### src/rtl/spi_flash_arbiter.sv
// -----------------------------------------------------------------------------
// spi_flash_arbiter
//
// Two-requester round-robin arbiter in front of a block-read SPI flash
// controller. The winner of arbitration gets its byte address aligned down to
// a 1024-byte block and sent to the controller with a one-cycle read strobe.
// The FSM then waits for the controller's completion pulse or for a timeout,
// and reports done/err to the granted requester. The grant stays asserted
// for the whole transaction, because it also selects the BRAM read-port owner.
//
//   state   | meaning
//   --------+---------------------------------------------------------------
//   IDLE    | no transaction; all outputs low; arbitrate on any req_i
//   ISSUE   | grant held, read_stb_o high for this one cycle
//   WAIT    | waiting for read_done_stb_i; timeout counter running
//   RELEASE | done/err pulse visible; grant drops and pointer moves on exit
//
// Ports
//   wb_clk_i         system clock, rising edge
//   wb_rst_i         asynchronous active-high reset
//   req_i[1:0]       level requests (0 = boot loader, 1 = Wishbone fetch)
//   addr0_i/addr1_i  flash byte address of each requester
//   gnt_o[1:0]       one-hot grant, held ISSUE..RELEASE
//   done_o[1:0]      one-cycle completion pulse to the granted requester
//   err_o[1:0]       one-cycle timeout pulse to the granted requester
//   read_addr_o      block-aligned address to the flash controller
//   read_stb_o       one-cycle read-start strobe
//   read_done_stb_i  block-complete pulse from the flash controller
//   abort_o          one-cycle pulse forcing the flash controller to idle
//   busy_o           high whenever the FSM is not in IDLE
// -----------------------------------------------------------------------------
module spi_flash_arbiter #(
    parameter int unsigned TIMEOUT_CYCLES = 400000
) (
    input  logic        wb_clk_i,
    input  logic        wb_rst_i,
    input  logic [1:0]  req_i,
    input  logic [23:0] addr0_i,
    input  logic [23:0] addr1_i,
    output logic [1:0]  gnt_o,
    output logic [1:0]  done_o,
    output logic [1:0]  err_o,
    output logic [23:0] read_addr_o,
    output logic        read_stb_o,
    input  logic        read_done_stb_i,
    output logic        abort_o,
    output logic        busy_o
);

    localparam int unsigned CNT_W   = 20;
    localparam logic [CNT_W-1:0] CNT_LAST = CNT_W'(TIMEOUT_CYCLES - 1);
    localparam logic [CNT_W-1:0] CNT_MAX  = '1;

    typedef enum logic [1:0] {
        ST_IDLE    = 2'd0,
        ST_ISSUE   = 2'd1,
        ST_WAIT    = 2'd2,
        ST_RELEASE = 2'd3
    } state_t;

    state_t             state_q, state_d;
    logic               ptr_q, ptr_d;      // 1: requester 1 wins a tie
    logic [CNT_W-1:0]   cnt_q, cnt_d;
    logic [1:0]         gnt_q, gnt_d;
    logic [1:0]         done_q, done_d;
    logic [1:0]         err_q, err_d;
    logic [23:0]        addr_q, addr_d;
    logic               stb_q, stb_d;
    logic               abort_q, abort_d;
    logic               busy_q, busy_d;

    logic [1:0]         pick;
    logic [23:0]        pick_addr;
    logic               done_hit;
    logic               tmo_hit;

    // Arbitration: a lone requester always wins, a tie goes to the pointer.
    always_comb begin
        pick = req_i;
        if (req_i == 2'b11) begin
            pick = ptr_q ? 2'b10 : 2'b01;
        end
        pick_addr = pick[1] ? addr1_i : addr0_i;
    end

    // Completion beats timeout when both land in the same WAIT cycle.
    assign done_hit = (state_q == ST_WAIT) && read_done_stb_i;
    assign tmo_hit  = (state_q == ST_WAIT) && !read_done_stb_i && (cnt_q == CNT_LAST);

    // State register
    always_ff @(posedge wb_clk_i or posedge wb_rst_i) begin
        if (wb_rst_i) begin
            state_q <= ST_IDLE;
            ptr_q   <= 1'b0;
            cnt_q   <= '0;
            gnt_q   <= '0;
            done_q  <= '0;
            err_q   <= '0;
            addr_q  <= '0;
            stb_q   <= 1'b0;
            abort_q <= 1'b0;
            busy_q  <= 1'b0;
        end else begin
            state_q <= state_d;
            ptr_q   <= ptr_d;
            cnt_q   <= cnt_d;
            gnt_q   <= gnt_d;
            done_q  <= done_d;
            err_q   <= err_d;
            addr_q  <= addr_d;
            stb_q   <= stb_d;
            abort_q <= abort_d;
            busy_q  <= busy_d;
        end
    end

    // Next-state logic. The counter sits at zero through IDLE and ISSUE and
    // then counts up once per cycle, so during WAIT it holds the number of
    // cycles elapsed since the read strobe.
    always_comb begin
        state_d = state_q;
        ptr_d   = ptr_q;
        cnt_d   = cnt_q;
        case (state_q)
            ST_IDLE: begin
                cnt_d = '0;
                if (req_i != 2'b00) begin
                    state_d = ST_ISSUE;
                end
            end
            ST_ISSUE: begin
                cnt_d   = (cnt_q == CNT_MAX) ? cnt_q : cnt_q + 1'b1;
                state_d = ST_WAIT;
            end
            ST_WAIT: begin
                cnt_d = (cnt_q == CNT_MAX) ? cnt_q : cnt_q + 1'b1;
                if (done_hit || tmo_hit) begin
                    state_d = ST_RELEASE;
                end
            end
            ST_RELEASE: begin
                cnt_d   = '0;
                ptr_d   = gnt_q[0];
                state_d = ST_IDLE;
            end
            default: begin
                cnt_d   = '0;
                state_d = ST_IDLE;
            end
        endcase
    end

    // Output logic: every output is computed one cycle ahead and registered.
    always_comb begin
        gnt_d   = gnt_q;
        addr_d  = addr_q;
        done_d  = '0;
        err_d   = '0;
        stb_d   = 1'b0;
        abort_d = 1'b0;
        busy_d  = (state_d != ST_IDLE);
        case (state_q)
            ST_IDLE: begin
                if (req_i != 2'b00) begin
                    gnt_d  = pick;
                    addr_d = {pick_addr[23:10], 10'b0};
                    stb_d  = 1'b1;
                end else begin
                    gnt_d  = '0;
                    addr_d = '0;
                end
            end
            ST_ISSUE: begin
            end
            ST_WAIT: begin
                if (done_hit) begin
                    done_d = gnt_q;
                end else if (tmo_hit) begin
                    err_d   = gnt_q;
                    abort_d = 1'b1;
                end
            end
            ST_RELEASE: begin
                gnt_d  = '0;
                addr_d = '0;
            end
            default: begin
                gnt_d  = '0;
                addr_d = '0;
            end
        endcase
    end

    assign gnt_o       = gnt_q;
    assign done_o      = done_q;
    assign err_o       = err_q;
    assign read_addr_o = addr_q;
    assign read_stb_o  = stb_q;
    assign abort_o     = abort_q;
    assign busy_o      = busy_q;

endmodule

### config.mk
export PLATFORM = sky130hd
export DESIGN_NAME = spi_flash_arbiter
export DESIGN_NICKNAME = d
export VERILOG_FILES = /design/src/rtl/spi_flash_arbiter.sv
export SDC_FILE = /design/constraint.sdc
export NUM_CORES = 1
export LEC_CHECK = 0
export ABC_AREA = 1
export ABC_CLOCK_PERIOD_IN_PS = 1700
export CORE_MARGIN = 5
export CORE_UTILIZATION = 41
export DETAILED_ROUTE_END_ITERATION = 7
export GPL_ROUTABILITY_DRIVEN = 1
export PLACE_DENSITY = 0.76
export SLEW_MARGIN = 20
export SYNTH_ARGS = -nofsm -noshare
export SYNTH_HDL_FRONTEND = slang
export SYNTH_SLANG_ARGS = --single-unit
### constraint.sdc
create_clock -name wb_clk_i -period 1.7 [get_ports wb_clk_i]
set_input_delay 0.17 -clock wb_clk_i [delete_from_list [all_inputs] [get_ports wb_clk_i]]
set_output_delay 0.17 -clock wb_clk_i [all_outputs]
set_load 0.005 [all_outputs]
Word level (Yosys, flattened, before mapping)
Index checks and enable logic that the tools add are counted.
{"block": "op_classes", "n_eq_ne": 7, "reduce_logical": 11, "addsub": 1, "muxes": 22}
{"operator": "$mux W24", "count": 2}
{"operator": "$pmux W24 S2", "count": 1}
{"operator": "$pmux W20 S2", "count": 1}
{"operator": "$add A20 B1 Y20 const B", "count": 1}
{"operator": "$eq A20 B19 Y1 const B", "count": 1}
{"operator": "$eq A20 B20 Y1 const B", "count": 1}
{"operator": "$mux W2", "count": 10}
{"operator": "$mux W20", "count": 1}
{"operator": "$pmux W2 S4", "count": 1}
{"operator": "$eq A2 B2 Y1 const B", "count": 3}
{"operator": "$reduce_bool A2 Y1", "count": 3}
{"operator": "$mux W1", "count": 5}
{"operator": "$pmux W2 S2", "count": 1}
{"operator": "$reduce_or A2 Y1", "count": 2}
{"operator": "$logic_and A1 B1 Y1", "count": 3}
{"operator": "$eq A2 B1 Y1 const B", "count": 1}
{"operator": "$logic_not A2 Y1", "count": 1}
{"operator": "$ne A2 B2 Y1 const B", "count": 1}
{"operator": "$logic_not A1 Y1", "count": 1}
{"operator": "$logic_or A1 B1 Y1", "count": 1}
{"block": "totals", "inputBits": 53, "ff_bits": 56, "output_inout_bits": 33}

Longest topological paths before layout
Gate-level depths: netlist of run 1.
{"block": "depth", "depth_word": 7, "ltp_mapped": 10}

Least setup slack after synthesis of run 1
No wires, ideal clock.
{"block": "synth_timing", "kind": "register -> register", "start": "register state_q[0]", "end": "register addr_q[10], in the netlist read_addr_o[10]", "n_path_buf": 2, "stages_incl_launch_ff": 9, "period_less_slack_ns": 1.638, "slack_ns": 0.062, "arrival_time_ns": 1.562, "path_cell_list": "dfrtp_1 -> inv_1 -> ha_1 -> buf_2 -> or2_4 -> nor2_4 -> buf_4 -> o21ai_0 -> o21ai_1"}
{"block": "synth_between", "elab_chain_cells": 2, "elab_cells_between_ends": 4, "cone_classes": "eq/ne: 1; mux: 1; reduce/logical: 2"}
{"element": "from (decl)", "line_no": "61", "rtl": "state_t state_q, state_d;"}
{"element": "from (signal assigned)", "line_no": "104", "rtl": "state_q <= state_d;"}
{"element": "$eq A2 B2 Y1 or $logic_not A2 Y1 (tied branches)", "line_no": "162", "rtl": "case (state_q)"}
{"element": "$pmux W24 S2 or $reduce_bool A2 Y1 (tied branches)"}
{"element": "to (signal assigned)", "line_no": "110", "rtl": "addr_q <= addr_d;"}
{"element": "to (decl)", "line_no": "67", "rtl": "logic [23:0] addr_q, addr_d;"}
Parallel ways exist; a longest one is shown, timed or not.
A chain may end at the register's enable or synchronous reset.

Worst setup path after layout of run 1
{"block": "layout_timing", "start": "register state_q[1]", "end": "register addr_q[21], in the netlist read_addr_o[21]"}
The elaborated chain is that of the path after synthesis.

==> results of run 1 <==
through the flow:
stage,setup TNS (ns),instances,setup WS [ns],hold WS (ns),instance area (um^2)
5_1_grt,-0.02112,474,-0.01799,0.2335,3311
3_5_place_dp,0,464,0.03132,0.4758,3187
6_report,0,474,0.06666,0.1852,3311
2_1_floorplan,0,341,0.06175,0.3020,2550
3_3_place_gp,0,464,0.09356,0.4698,3187
4_1_cts,0,473,0.02807,0.1979,3288
power by group:
part           switching (mW)  leakage (nW)  internal (mW)  total (mW)
logic                    1.05         0.903          0.929        1.98
clock network           0.373        0.0472          0.327       0.700
registers               0.149         0.609           1.37        1.52
total                    1.57          1.56           2.63        4.20
worst max-delay path by stage:
| stage | endpoint | cells past startpoint |
|---|---|---|
| after global routing | read_addr_o[21] | 6 |
| after detailed placement | read_addr_o[21] | 6 |
| final | read_addr_o[21] | 6 |
| after floorplan | read_addr_o[10] | 8 |
| after global placement | read_addr_o[19] | 6 |
| after CTS | read_addr_o[21] | 6 |
synth_stat cells, types with 3 or more instances:
master	instances
nand2_1	79
nor2_1	55
dfrtp_1	46
inv_1	29
nand3_1	29
o21ai_0	21
buf_4	11
o21ai_1	10
or2_2	7
ha_1	5
nand4_1	5
a21oi_1	3
clkbuf_1	3
nand3_2	3
nor3_1	3
o21ai_2	3
sequential cells by signal, indices dropped and copies added, names as in the netlist:
| signal | flops |
|---|---|
| gnt_o | 2 |
| busy_o | 1 |
| ptr_q | 1 |
| err_o | 2 |
| abort_o | 1 |
| done_o | 2 |
| cnt_q | 20 |
| read_addr_o | 14 |
| state_q | 2 |
| read_stb_o | 1 |
layout make-up:
type	instances	share of cell area [%]
clock inverter	2	0.3779
tap	75	2.834
clock buffer	6	2.494
timing repair buffer	68	20.33
multi-input combinational	247	35.79
inverter	30	3.401
sequential	46	34.77
cells by family after synthesis:
kind of cell | share of synthesized area (%)
AO/OA/AOI/OAI | 9.399
adder cells (fa/ha/maj) | 2.486
buffers and inverters | 9.348
flip-flops | 45.75
other | 0.1490
AND/OR/NAND/NOR | 32.87
per-layer routing:
| layer | routed length [um] | share of wire [%] |
|---|---|---|
| met5 | 0 | 0 |
| met1 | 2557 | 42 |
| met2 | 2809 | 47 |
| met3 | 610 | 10 |
| met4 | 59 | 0.98 |
what timing repair did:
| action | in CTS | in global routing |
|---|---|---|
| resized for setup | 0 | 6 |
| pin swaps | 1 | 2 |
| endpoints found under the setup margin | 1 | 30 |
| hold buffers | 0 | 0 |
| buffers inserted | 0 | 1 |
| cloned | 1 | 0 |
placed cells by master, fill, tap and decap left out, types with 2 or more instances in the layout:
cell type and count:
clkbuf_8 6, buf_12 2, nand3_2 2, nand2_1 79
nor3_1 3, inv_2 2, o21ai_2 3, nor2_2 2
or2_2 7, nor2_1 55, nand2_2 2, a31o_2 2
o21ai_0 18, o21ai_1 13, a21oi_1 3, clkdlybuf4s50_1 55
conb_1 10, nor2_4 2, buf_4 11, nand3_1 29
inv_1 28, nand4_1 5, ha_1 4, dfrtp_1 46
critical path: stages, from the launching register on:
cell and delay (ns):
dfrtp_1 0.38, inv_1 0.07, ha_1 0.32, or2_4 0.31, nor2_4 0.18, o21ai_0 0.12, o21ai_0 0.17
==> results.md, run 1 <==
- H-tree levels: 2
- Top FF cell, synth: dfrtp_1
- DR vias/cell: 4.941
- Slew HR: 63.29%
- Endpoints failing setup: 0
- Die Height: 88.34 um
- TritonRoute pass-1 iters: 4
- Port bufs: 55
- Clock latency on the worst-skew pair: 0.30 ns
- CP max FO: 7
- GR peak layer: met2
- Syn Area/Cell: 7.579 um^2
- Reg2reg path depth: 6
- Flop-to-flop setup slack: 0.07 ns
- VDD IR-drop max: 785.9 uV
- Final nets: 456
- RSZ-0062 raised after global routing: yes
- Crit Path Class: reg -> reg
- Max Clk Rate: 0.6122 GHz
- Min Tclk post-route: 1.633 ns
- Clock Skew: 0.005722 ns
- Fraction of layout cells with a size suffix above 1: 11.53%
- Area contributors post-synth: dfrtp_1 46%, nand2_1 12%, nor2_1 8.2%, nand3_1 5.8%, inv_1 4.3%
- Fraction of registers with async set/reset: 100.0%
- Die area: 0.007804 mm^2
- Status: complete, no violations
- Sequential cell area: 0.001151 mm^2
- Synth-to-Final Area Change: 31.58%
- Initial Utilization: 42.25%
- CTS Buffer Depth: 2
- Grt total ovfl: 0
- Hold crit path type: in -> async
- PnR Total Power: 4.196 mW
- CTS tree: yes
- Pin count of the biggest net entering global routing: 37
- # rows: 28
- Post-synth top area share: 45.75%
- Leak: 1.558 nW
- Area occupied by multi-input gates: 0.001185 mm^2
- Met2 GRT Util: 29.37%
- I/O pin count: 86
- Routed vias: 2342
- Worst path arrival time: 1.85 ns
- Initial DRC Count: 113
- Yosys cell types: 31
- Worst-Margin Slew: 0.5486 ns
- Cell area after synthesis: 0.002516 mm^2
- CTS root buffer: clkbuf_8
- EDFF count, synth: 0
- Max Cap Violations: 0
- Reg2reg end: read_addr_o[21]
- Die Width: 88.34 um
- Initial antenna violation count: 0
- GRT Util Overall: 17.32%
- Worst Setup SP: state_q[1]
- Req. time, crit path: 1.92 ns
- Largest area contributor in the netlist: dfrtp_1
- Vias in the first global route: 2359
- ANT cells: 0
- Met1 usage: 21.50%
- Final period util: 96.08%
- CP Launch Type: register
- Gp weighted congestion: 0.8901
- Sequential fraction of the synthesis area: 45.75%
- Fin util: 55.59%
- Yosys warns: 0
- Routed wire length: 6038 um
- Routed WL per cell: 12.74 um
- Syn Inst Count: 332
- Post-route ant nets: 0
- Final Hold Viols: 0
- Post-route DRC: 0
- Clock Pin Slew Worst Setup and Hold Paths: 0.09 ns
- R2R Path Start: state_q[1]
- First-pass GRT wire length: 10620 um
- Yosys reg bits: 46
- Hpwl dp: 4674 um
- Core ar.: 0.005956 mm^2
- Endpoint class of the critical path: register
- Fillers: 585
- Final slew viol count: 0
- Num CTS Buffers: 5
- Met3 usage: 5.680%
- CTS Sinks: 46
- Cell area power density: 1268 mW/mm^2
(Power assumes the default switching activity.)
==> inputs of run 2 (changes only) <==
--- a/config.mk
+++ b/config.mk
@@ -6,12 +6,12 @@
 export NUM_CORES = 1
 export LEC_CHECK = 0
 export ABC_AREA = 1
-export ABC_CLOCK_PERIOD_IN_PS = 1700
+export ABC_CLOCK_PERIOD_IN_PS = 1600
 export CORE_MARGIN = 5
-export CORE_UTILIZATION = 41
+export CORE_UTILIZATION = 46
 export DETAILED_ROUTE_END_ITERATION = 7
 export GPL_ROUTABILITY_DRIVEN = 1
-export PLACE_DENSITY = 0.76
+export PLACE_DENSITY = 0.81
 export SLEW_MARGIN = 20
 export SYNTH_ARGS = -nofsm -noshare
 export SYNTH_HDL_FRONTEND = slang
==> constraint.sdc (replaced) <==
create_clock -name wb_clk_i -period 1.6 [get_ports wb_clk_i]
set_input_delay 0.16 -clock wb_clk_i [delete_from_list [all_inputs] [get_ports wb_clk_i]]
set_output_delay 0.16 -clock wb_clk_i [all_outputs]
set_load 0.005 [all_outputs]
==> run 2 against run 1 <==
Die area fell by 9.7%. Clock skew decreased by 0.0013 ns. Fmax rose by 3.8%. Highest routed layer unchanged. Critical path depth did not move. First-iteration DRC count increased by 49%. Critical endpoint is now cnt_q[2]. Sequential share of layout area shrank 0.39 points. Combinational power up 11%. Core utilization up 6.4 points. Total power rose by 12%. Largest power group unchanged.
==> results.md, run 2 (synthesized netlist as in run 1, its figures left out) <==
- Max Clk Rate: 0.6358 GHz (+3.8%)
- Clock Skew: 0.004416 ns (-0.001306 ns)
- H-tree levels: 2 (unchanged)
- Clock Pin Slew Worst Setup and Hold Paths: 0.08 ns (about the same)
- First-pass GRT wire length: 10320 um (-2.9%)
- Fin util: 61.94% (+6.4 points)
- CTS root buffer: clkbuf_8
- Met2 GRT Util: 32.47% (+3.1 points)
- TritonRoute pass-1 iters: 4 (unchanged)
- Core ar.: 0.005405 mm^2 (-9.2%)
- Worst path max stage delay: 0.40 ns (+0.02 ns)
- Port bufs: 55 (unchanged)
- Met3 usage: 6.417% (+0.74 points)
- CP max FO: 22 (+15)
- Fraction of layout cells with a size suffix above 1: 13.32% (+1.8 points)
- Hold buffer count at CTS: 0 (unchanged)
- Grt total ovfl: 0 (unchanged)
- R2R Path Start: state_q[0]
- Endpoints failing setup: 0 (unchanged)
- Worst-Margin Slew: 0.6139 ns (+0.06527 ns)
- Commonest non-fill, non-tap cell in the layout: nand2_1
- Final slew viol count: 0 (unchanged)
- Hold crit path type: in -> async
- CTS Buffer Depth: 2 (unchanged)
- VDD IR-drop max: 1289 uV (+64%)
- DP Worst Slack: -0.06584 ns (-0.09716 ns)
- Met1 usage: 19.56% (-1.9 points)
- Vias in the first global route: 2339 (-0.85%)
- Family with the most delay on the worst path: buffers and inverters
- I/O pin count: 86 (unchanged)
- Final period util: 98.31% (+2.2 points)
- GRT Util Overall: 17.87% (+0.56 points)
- Crit Path Class: reg -> reg
- Setup tns final: 0 ns (unchanged)
- CTS tree: yes
- Minimum hold slack: 0.2207 ns (+0.03552 ns)
- Synth-to-Final Area Change: 33.07%
- Hpwl dp: 4611 um (-1.4%)
- Initial Utilization: 46.55% (+4.3 points)
- # rows: 27 (-3.6%)
- Routed wire length: 6309 um (+4.5%)
- Final setup margin: 0.02707 ns (-0.03960 ns)
- Initial antenna violation count: 0 (unchanged)
- Clock latency on the worst-skew pair: 0.29 ns (about the same)
- Cell area power density: 1406 mW/mm^2 (+11%)
- CP Launch Type: register
- Most frequent cell on the critical path: buf_4
- Max Cap Violations: 0 (unchanged)
- CTS Sinks: 46 (unchanged)
- RSZ-0062 raised after global routing: yes
- Fillers: 497 (-15%)
- Post-route DRC: 0 (unchanged)
- PnR Total Power: 4.708 mW (+12%)
- Pin count of the biggest net entering global routing: 47 (+27%)
- Worst Setup SP: state_q[0]
- Worst path cell trace: inv_2, ha_4, buf_4, nand3_4, buf_4, o31ai_1
- Worst Path Buf+Inv: 3 (+2)
- Max reg flops: 20 (unchanged)
- Commonest non-fill, non-tap cells in the layout: 79 x nand2_1, 55 x clkdlybuf4s50_1, 54 x nor2_1, 46 x dfrtp_1, 29 x nand3_1
- ANT cells: 0 (unchanged)
- Endpoint class of the critical path: register
- Die Height: 83.96 um (-5.0%)
- GR peak layer: met2
- DR vias/cell: 5.021 (+1.6%)
- Gp weighted congestion: 0.9344 (+5.0%)
- Min Tclk post-route: 1.573 ns (-0.06040 ns)
- Die Width: 83.96 um (-5.0%)
- Die area: 0.007049 mm^2 (-9.7%)
- Routed vias: 2360 (+0.77%)
- Req. time, crit path: 1.81 ns (-0.11 ns)
- Num CTS Buffers: 5 (unchanged)
- Slowest stage cell, crit path: dfrtp_1
- Leak: 1.567 nW (+0.57%)
- Biggest register: cnt_q
- Final Hold Viols: 0 (unchanged)
- Status: complete, no violations
- Slew HR: 58.92% (-4.4 points)
- Worst path arrival time: 1.78 ns (-0.07 ns)
- Initial DRC Count: 168 (+49%)
- Routed WL per cell: 13.42 um (+5.4%)
- Post-route ant nets: 0 (unchanged)
- Final nets: 456 (unchanged)
## run 2: metal layers
layer / share of wire (%) / wire [um]
met2: 50 / 3150
met3: 10 / 661
met4: 0.81 / 51
met5: 0 / 0
met1: 39 / 2447
## run 2: area by class of cell
| class | instances | area (um^2) | share of cell area (%) |
|---|---|---|---|
| multi-input cells | 247 | 1221 | 36.47 |
| flip-flops and latches | 46 | 1151 | 34.38 |
| repair buffers | 68 | 660.6 | 19.73 |
| inverters | 30 | 112.6 | 3.363 |
| well taps | 72 | 90.09 | 2.691 |
| clock buffers | 6 | 82.58 | 2.466 |
| clock inverters | 1 | 30.03 | 0.8969 |
## run 2: what timing repair did
action | 4_1_cts | 5_1_grt
setup endpoints to repair | 17 | 32
gates resized for setup | 2 | 26
pin swaps | 1 | 8
setup buffers | 0 | 2
cloned | 1 | 0
## run 2: power breakdown
part	switching [mW]	internal (mW)	total, mW	leakage [nW]
sequential	0.173	1.46	1.63	0.609
clock	0.389	0.500	0.889	0.0573
combinational	1.18	1.01	2.19	0.901
## run 2: stage by stage
stage          instance area (um^2)  instances
3_5_place_dp                   3176        460
5_1_grt                        3348        470
2_1_floorplan                  2572        341
3_3_place_gp                   3176        460
6_report                       3348        470
4_1_cts                        3307        468
## run 2: path summary, 6_finish.rpt
path,cells past startpoint,endpoint,slack (ns)
setup / recovery,6,cnt_q[2],0.03
hold reg to reg,2,read_addr_o[12],0.50
max in group asynchronous,3,cnt_q[3],1.17
min in group wb_clk_i,3,read_addr_o[14],0.46
hold / removal,3,cnt_q[16],0.22
setup reg to reg,6,cnt_q[2],0.03
## run 2: worst min-delay path: cells and delay by family
kind / cells / cell delay, ns
buf+inv: 3 / 0.74
==> inputs of run 3 (changes only) <==
--- a/config.mk
+++ b/config.mk
@@ -11,7 +11,7 @@
 export CORE_UTILIZATION = 46
 export DETAILED_ROUTE_END_ITERATION = 7
 export GPL_ROUTABILITY_DRIVEN = 1
-export PLACE_DENSITY = 0.81
+export PLACE_DENSITY_LB_ADDON = 0.12
 export SLEW_MARGIN = 20
 export SYNTH_ARGS = -nofsm -noshare
 export SYNTH_HDL_FRONTEND = slang
==> run 3 against run 2 <==
Worst setup slack gained 0.0067 ns. Sequential power is essentially flat. First-iteration DRC count shrank 27%. Clock skew grew 0.0062 ns. Global-route usage shrank 0.32 points. Routed wire length shrank 4.9%. Flip-flop and latch count is the same. Critical path type unchanged. Critical endpoint is now read_addr_o[16]. Largest cell class unchanged. Highest routed layer unchanged.
==> results.md, run 3 (synthesized netlist as in run 1, its figures left out) <==
- Worst Setup SP: state_q[0]
- Die area: 0.007049 mm^2 (unchanged)
- PnR Total Power: 4.470 mW (-5.1%)
- Die Height: 83.96 um (unchanged)
- Initial DRC Count: 123 (-27%)
- Fraction of layout cells with a size suffix above 1: 13.76% (+0.44 points)
- TritonRoute pass-1 iters: 4 (unchanged)
- Hold buffer count at CTS: 0 (unchanged)
- Hold crit path type: in -> async
- Max Clk Rate: 0.6385 GHz (+0.43%)
- RSZ-0062 raised after global routing: yes
- Core ar.: 0.005405 mm^2 (unchanged)
- CTS Sinks: 46 (unchanged)
- Req. time, crit path: 1.81 ns (about the same)
- Synth-to-Final Area Change: 34.16%
- Reg2reg end: read_addr_o[16]
- Num CTS Buffers: 5 (unchanged)
- Vias in the first global route: 2236 (-4.4%)
- Flop-to-flop setup slack: 0.03 ns (about the same)
- Crit Path Class: reg -> reg
- Port bufs: 55 (unchanged)
- Clock latency on the worst-skew pair: 0.29 ns (about the same)
- CP Launch Type: register
- R2R Path Start: state_q[0]
- CTS Buffer Depth: 2 (unchanged)
- Status: complete, no violations
- Gp weighted congestion: 0.8474 (-9.3%)
- CP max FO: 9 (-59%)
- I/O pin count: 86 (unchanged)
- Max Cap Violations: 0 (unchanged)
- Initial antenna violation count: 0 (unchanged)
- CTS root buffer: clkbuf_8
- GRT Util Overall: 17.56% (-0.32 points)
- Final period util: 97.89% (-0.42 points)
- Leak: 1.596 nW (+1.8%)
- Final setup margin: 0.03376 ns (+0.006692 ns)
- Routed wire length: 5997 um (-4.9%)
- Min Tclk post-route: 1.566 ns (-0.006692 ns)
- Initial Utilization: 46.55% (unchanged)
- Endpoints failing setup: 0 (unchanged)
- Endpoint class of the critical path: register
- Cell area power density: 1324 mW/mm^2 (-5.8%)
- Commonest non-fill, non-tap cells in the layout: 79 x nand2_1, 55 x clkdlybuf4s50_1, 54 x nor2_1, 46 x dfrtp_1, 29 x nand3_1
- DP Worst Slack: -0.1170 ns (-0.05111 ns)
- Post-route DRC: 0 (unchanged)
- First-pass GRT wire length: 10070 um (-2.3%)
- VDD IR-drop max: 1061 uV (-18%)
- Post-route ant nets: 0 (unchanged)
- # rows: 27 (unchanged)
- Clock Pin Slew Worst Setup and Hold Paths: 0.08 ns (about the same)
- Reg2reg path depth: 7 (+1)
- H-tree levels: 2 (unchanged)
- Pin count of the biggest net entering global routing: 37 (-21%)
- Final Hold Viols: 0 (unchanged)
- Clock Skew: 0.01061 ns (+0.006193 ns)
- Biggest register: cnt_q
- Hpwl dp: 4585 um (-0.56%)
- Final nets: 465 (+2.0%)
- CTS tree: yes
- Commonest non-fill, non-tap cell in the layout: nand2_1
- Routed WL per cell: 12.52 um (-6.7%)
- Die Width: 83.96 um (unchanged)
- Worst path arrival time: 1.78 ns (about the same)
- Grt total ovfl: 0 (unchanged)
- Max reg flops: 20 (unchanged)
- Final slew viol count: 0 (unchanged)
- DR vias/cell: 4.812 (-4.2%)
- Routed vias: 2305 (-2.3%)
- ANT cells: 0 (unchanged)
run 3: cell type report:
cell class,count,area [um^2]
multi-input combinational,246,1194
inverter,30,112.6
clock buffer,7,76.32
tap,72,90.09
sequential,46,1151
fill,494,2029
timing repair buffer,78,752.0
run 3: metrics by stage:
stage,area (um^2),util (%),hold slack [ns],std cells,setup TNS [ns]
3_3_place_gp,3236,59.86,0.4694,468,0
3_5_place_dp,3236,59.86,0.4821,468,-0.3160
5_1_grt,3376,62.45,0.2410,479,-0.2339
6_report,3376,62.45,0.2191,479,0
4_1_cts,3339,61.78,0.2158,476,0
2_1_floorplan,2572,-,0.2920,341,0
run 3: worst max-delay path by stage:
stage                            to  slack [ns]  cells after the start
floorplan           read_addr_o[10]        0.03                      8
global placement    read_addr_o[21]       0.006                      6
detailed placement  read_addr_o[21]       -0.12                      6
CTS                 read_addr_o[21]        0.01                      6
global route        read_addr_o[11]       -0.05                      7
finish              read_addr_o[16]        0.03                      7
run 3: layer usage:
metal | vias to the layer above | wire length [um] | GRT usage (%)
li1 | 1191 | - | -
met1 | 1036 | 2658 | 21.90
met2 | 74 | 2781 | 29.28
met3 | 4 | 505 | 5.824
met4 | 0 | 51 | 4.386
met5 | - | 0 | 0
run 3: critical path: stages (launching register included):
cell     delay, ns
dfrtp_1       0.42
inv_2         0.09
ha_4          0.21
or2_4         0.27
nor2_4        0.16
buf_12        0.14
o21ai_0       0.08
o21ai_1       0.12
run 3: what timing repair did:
action | in CTS | in global routing
setup buffers | 1 | 3
pin swaps | 1 | 0
gates resized for setup | 2 | 11
endpoints found under the setup margin | 15 | 27
run 3: power breakdown:
| group | leakage (nW) | internal, mW | switching [mW] | total (mW) |
|---|---|---|---|---|
| Sequential | 0.609 | 1.46 | 0.170 | 1.63 |
| Combinational | 0.949 | 1.08 | 1.10 | 2.18 |
| Clock | 0.0383 | 0.301 | 0.364 | 0.666 |
